`src/rtl/spi_amp_adc_ctrl.sv`:
```
// SPI master for the preamplifier gain word and the multi-channel ADC conversion frames.
// Optional ADC_CLIP_DETECT_EN: flags full-scale samples on the clip output.
module spi_amp_adc_ctrl #(
    parameter int CLK_DIV  = 2,
    parameter int AMP_BITS = 8,
    parameter int ADC_BITS = 14,
    parameter int N_CH     = 2
) (
    input  logic                     clk,
    input  logic                     rst,
    input  logic [AMP_BITS-1:0]      gain,
    input  logic                     gain_wr,
    input  logic                     start,
    input  logic                     continuous,
    input  logic                     stop,
    input  logic                     miso,
    output logic                     spi_sck,
    output logic                     mosi,
    output logic                     amp_cs_n,
    output logic                     ad_conv,
    output logic                     busy,
    output logic                     amp_done,
    output logic                     sample_valid,
    output logic [N_CH*ADC_BITS-1:0] samples,
    output logic [N_CH-1:0]          clip
);
    localparam int FRAME = N_CH*(ADC_BITS+2)+2;
    localparam int CW    = $clog2(2*CLK_DIV);
    localparam int MAXB  = (FRAME > AMP_BITS) ? FRAME : AMP_BITS;
    localparam int BW    = $clog2(MAXB);

    localparam logic [CW-1:0] DIV_LAST   = CW'(CLK_DIV-1);
    localparam logic [CW-1:0] PER_LAST   = CW'(2*CLK_DIV-1);
    localparam logic [BW-1:0] AMP_LAST   = BW'(AMP_BITS-1);
    localparam logic [BW-1:0] FRAME_LAST = BW'(FRAME-1);

`ifdef ADC_CLIP_DETECT_EN
    localparam logic [ADC_BITS-1:0] CODE_MAX = {1'b0, {(ADC_BITS-1){1'b1}}};
    localparam logic [ADC_BITS-1:0] CODE_MIN = {1'b1, {(ADC_BITS-1){1'b0}}};
`endif

    typedef enum logic [2:0] {IDLE, AMP_SHIFT, AMP_GAP, CONV, ADC_SHIFT, DONE} state_t;

    state_t              state;
    logic [CW-1:0]       cnt;
    logic [BW-1:0]       bit_cnt;
    logic [AMP_BITS-1:0] amp_sr;
    logic [FRAME-3:0]    adc_sr;
    logic                gain_pending;
    logic                start_pending;
    logic                cont_mode;

    // The first two lead bits fall off the top of adc_sr, so data offsets count from FRAME-3.
    always_ff @(posedge clk or posedge rst) begin
        if (rst) begin
            state         <= IDLE;
            cnt           <= '0;
            bit_cnt       <= '0;
            amp_sr        <= '0;
            adc_sr        <= '0;
            gain_pending  <= 1'b0;
            start_pending <= 1'b0;
            cont_mode     <= 1'b0;
            spi_sck       <= 1'b0;
            mosi          <= 1'b0;
            amp_cs_n      <= 1'b1;
            ad_conv       <= 1'b0;
            busy          <= 1'b0;
            amp_done      <= 1'b0;
            sample_valid  <= 1'b0;
            samples       <= '0;
`ifdef ADC_CLIP_DETECT_EN
            clip          <= '0;
`endif
        end else begin
            amp_done     <= 1'b0;
            sample_valid <= 1'b0;
            if (stop && state != IDLE)
                cont_mode <= 1'b0;
            case (state)
                IDLE: begin
                    cnt     <= '0;
                    bit_cnt <= '0;
                    spi_sck <= 1'b0;
                    if (gain_wr || gain_pending) begin
                        gain_pending  <= 1'b1;
                        start_pending <= start;
                        if (start)
                            cont_mode <= continuous;
                        if (gain_wr) begin
                            amp_sr <= gain;
                            mosi   <= gain[AMP_BITS-1];
                        end else begin
                            mosi   <= amp_sr[AMP_BITS-1];
                        end
                        amp_cs_n <= 1'b0;
                        busy     <= 1'b1;
                        state    <= AMP_SHIFT;
                    end else if (start) begin
                        cont_mode <= continuous;
                        ad_conv   <= 1'b1;
                        busy      <= 1'b1;
                        state     <= CONV;
                    end
                end
                AMP_SHIFT: begin
                    if (cnt == DIV_LAST) begin
                        cnt <= '0;
                        if (!spi_sck) begin
                            spi_sck <= 1'b1;
                        end else begin
                            spi_sck <= 1'b0;
                            if (bit_cnt == AMP_LAST) begin
                                bit_cnt  <= '0;
                                mosi     <= 1'b0;
                                amp_cs_n <= 1'b1;
                                state    <= AMP_GAP;
                            end else begin
                                bit_cnt <= bit_cnt + 1'b1;
                                amp_sr  <= amp_sr << 1;
                                mosi    <= amp_sr[AMP_BITS-2];
                            end
                        end
                    end else begin
                        cnt <= cnt + 1'b1;
                    end
                end
                AMP_GAP: begin
                    if (cnt == PER_LAST) begin
                        cnt          <= '0;
                        amp_done     <= 1'b1;
                        gain_pending <= 1'b0;
                        if (start_pending) begin
                            start_pending <= 1'b0;
                            ad_conv       <= 1'b1;
                            state         <= CONV;
                        end else begin
                            busy  <= 1'b0;
                            state <= IDLE;
                        end
                    end else begin
                        cnt <= cnt + 1'b1;
                    end
                end
                CONV: begin
                    if (cnt == PER_LAST) begin
                        cnt     <= '0;
                        ad_conv <= 1'b0;
                        state   <= ADC_SHIFT;
                    end else begin
                        cnt <= cnt + 1'b1;
                    end
                end
                ADC_SHIFT: begin
                    if (cnt == DIV_LAST) begin
                        cnt <= '0;
                        if (!spi_sck) begin
                            spi_sck <= 1'b1;
                            adc_sr  <= {adc_sr[FRAME-4:0], miso};
                        end else begin
                            spi_sck <= 1'b0;
                            if (bit_cnt == FRAME_LAST) begin
                                bit_cnt      <= '0;
                                sample_valid <= 1'b1;
                                for (int c = 0; c < N_CH; c++) begin
                                    samples[c*ADC_BITS +: ADC_BITS] <=
                                        adc_sr[FRAME-3-c*(ADC_BITS+2) -: ADC_BITS];
`ifdef ADC_CLIP_DETECT_EN
                                    clip[c] <=
                                        (adc_sr[FRAME-3-c*(ADC_BITS+2) -: ADC_BITS] == CODE_MAX) ||
                                        (adc_sr[FRAME-3-c*(ADC_BITS+2) -: ADC_BITS] == CODE_MIN);
`endif
                                end
                                state <= DONE;
                            end else begin
                                bit_cnt <= bit_cnt + 1'b1;
                            end
                        end
                    end else begin
                        cnt <= cnt + 1'b1;
                    end
                end
                DONE: begin
                    // A stop arriving in this very cycle still ends the run.
                    if (cont_mode && !stop) begin
                        ad_conv <= 1'b1;
                        state   <= CONV;
                    end else begin
                        busy  <= 1'b0;
                        state <= IDLE;
                    end
                end
                default: begin
                    busy  <= 1'b0;
                    state <= IDLE;
                end
            endcase
        end
    end

`ifndef ADC_CLIP_DETECT_EN
    assign clip = '0;
`endif

endmodule

```
`config.mk`:
```
export PLATFORM = sky130hd
export DESIGN_NAME = spi_amp_adc_ctrl
export DESIGN_NICKNAME = d
export VERILOG_FILES = /design/src/rtl/spi_amp_adc_ctrl.sv
export SDC_FILE = /design/constraint.sdc
export NUM_CORES = 1
export LEC_CHECK = 0
export ABC_AREA = 1
export BUFFER_PORTS_ARGS = -buffer_cell sky130_fd_sc_hd__buf_4
export CORE_UTILIZATION = 44
export DETAILED_ROUTE_END_ITERATION = 10
export MAX_ROUTING_LAYER = met4
export PLACE_DENSITY_LB_ADDON = 0.25
export SLEW_MARGIN = 10
export SYNTH_ARGS = -nofsm -noshare
export SYNTH_HDL_FRONTEND = slang
export SYNTH_SLANG_ARGS = --single-unit
```
`constraint.sdc`:
```
create_clock -name clk -period 3.7 [get_ports clk]
set_input_delay 0.185 -clock clk [delete_from_list [all_inputs] [get_ports clk]]
set_output_delay 0.185 -clock clk [all_outputs]
set_load 0.1 [all_outputs]
```
==> out/qor.yml <==
status: "finished, violations left"
violations: "negative hold slack"
dr.first_iter.drc_count: 123
drtPass1Iterations: 4
utilization: 0.527
seqPwrFrac: 0.417
syn_to_final_growth_pct: 13.9
yosysMostFrequentCell: "nand2_1"
final_max_slew_viol_count: 0
antenna_left: 0
clk_pin_slew_ns: 0.11
synth-edff-count: 0
worstSetupPathType: "flop to flop"
cp_max_fo: 42
endpoint_kind: "flop"
finalCritPeriodShare: 0.600
max_freq_ghz: 0.451
synth_seq_cells: 89
vias: 3072
port_buffers: 49
holdWs_ns: -0.0238
via_per_inst: 4.88
hold_violations: 51
switching_share: 0.427
fp.dieH_um: 98.7
grt_setup_unrepaired: "false"
start_kind: "flop"
p_total_w: 0.00297
synth_cells: 472
nNetsFinal: 537
grt_pass1_wl_mm: 13.2
die_x_um: 98.7
cts_tree: "built"
grt_pass1_vias: 2951
cts_inserted_buffers: 9
cts_root_buffer: "clkbuf_8"
hold_class: "primary input to asynchronous set/reset pin"
power-per-cell-area_mw_per_mm2: 634
initial_core_util: 0.463
cp_cell_sequence: "nor2_4 > nand2_2 > inv_2 > nand3_2 > buf_4 > nand2_1 > o21ai_1"
cts_htree_levels: 3
cts_hold_buf: 0
ys.flop_type: "dfrtp_1"
grt_usage: 0.175
gp_congestion: 0.945
wirelength_mm: 7.47
tns_ns: 0
relSlewSlack: 0.253
setup_viol: 0
slowest_stage: "nand3_2"
fin_crit_ns: 2.22
drc: 0
clockPowerShare: 0.219
antenna_found_initial: 0
finalClockSkew_ns: 0.0227
yosys-top-cells-area: "dfrtp_1 54%, nand2_1 14%, o21ai_1 5.0%"
drv_cap: 0
netlist_top_cells_count: "156 x nand2_1, 88 x dfrtp_1, 52 x inv_1, 41 x o21ai_1, 27 x nor2_1"
async_flop_share: 1.00
grt_max_degree: 57
crit_path_max_incr_delay_ns: 0.56
yosysWarnings: 0
cellLeakagePower_nw: 2.35
rows: 34
synth_area_mm2: 0.00412
core_mm2: 0.00889
cp.arrival_ns: 2.47
synth_cell_types: 34
clockBufferDepth: 2
critPathBufInv: 2
worst_slack_ns: 1.48
p_sw_w: 0.00127
critical_path.top_delay_family: "simple AND/OR/NAND/NOR gates"
cts_resized: 0
internal_power_w: 0.00170
diodes: 0
seq_area_frac_synth: 0.542
ios: 52
layout-drive-gt1-share: 0.213
pre_cts_ws_ns: 1.49
comb_power_share: 0.363
clock_latency_ns: 0.36
routedWlPerCell_um: 11.9
die_area_mm2: 0.00974
worst_pin_slew_ns: 1.12
clock-sinks: 89
peakVddDrop_mv: 0.452
hpwl_mm: 5.22
rrSetupSlack_ns: 1.48
synth_top_area_share: 0.535
avgSynthCellArea_um2: 8.72
post_cts_buffers: 0
grt_overflow_total: 0
synth_top_area_cell: "dfrtp_1"
crit_required_ns: 3.95
-- routing by layer --
metal | share of wire | up-vias | track usage
met1 | 0.49 | 1441 | 0.231
li1 | - | 1561 | -
met2 | 0.46 | 64 | 0.270
met4 | 0.012 | 0 | 0.0700
met3 | 0.035 | 6 | 0.0305
met5 | 0 | - | -
-- power by group through the flow --
stage	Sequential (W)	Combinational, W	Clock, W
6_report	0.00124	0.00108	0.000652
5_1_grt	0.00126	0.00122	0.000713
4_1_cts	0.00124	0.00109	0.000676
3_5_place_dp	0.00126	0.00109	0
3_3_place_gp	0.00125	0.00107	0
2_1_floorplan	0.00136	0.000779	0
-- worst paths after layout --
path	start	end	cells past startpoint
min in group clk	miso	adc_sr[0]	3
max reg2reg	state[0]	adc_sr[20]	7
max in group asynchronous	rst	amp_cs_n	3
min reg2reg	amp_sr[6]	amp_sr[6]	2
min	rst	samples[3]	2
max	state[0]	adc_sr[20]	7
-- logic make-up (layout without fill, tap and decap cells) --
logic type,count (synthesis),count (layout),share of synthesized area
AO/OA/AOI/OAI,87,87,0.130
adder cells (fa/ha/maj),5,5,0.0152
buffers and inverters,75,124,0.0876
flip-flops,89,89,0.542
other,1,2,0.000911
AND/OR/NAND/NOR,215,215,0.225
-- flip-flops by register name, summed over array words and instances (netlist names), 2 cells and up --
register and cells:
adc_sr 32, amp_sr 8, bit_cnt 6, cnt 2, samples 28, state 3
-- layout make-up --
cell class / count / area, µm²
tap: 108 / 135
fill: 860 / 4200
clock inverter: 7 / 70.1
inverter: 57 / 215
timing repair buffer: 51 / 383
clock buffer: 9 / 124
sequential: 89 / 2230
multi-input combinational: 309 / 1530
-- metrics by stage --
step,instance area (µm²),cells
global placement,4490,614
finish,4690,630
floorplan,4120,473
global route,4690,630
detailed placement,4490,614
CTS,4690,630
-- placed cells by master (no fill, tap or decap), types with 2 or more instances in the layout --
master,instances
ha_1,5
clkbuf_8,9
nand3_2,2
inv_2,5
conb_1,2
inv_6,4
o21ai_1,41
o21ai_2,18
nor2_1,27
o21ai_0,11
inv_1,51
nor2_4,2
nand2_4,2
nand2_2,5
nand2_1,155
a21oi_1,11
buf_4,51
dfrtp_1,88
nand3_1,14
nor3_1,2
Note: power is estimated with default switching activity, not from simulation.
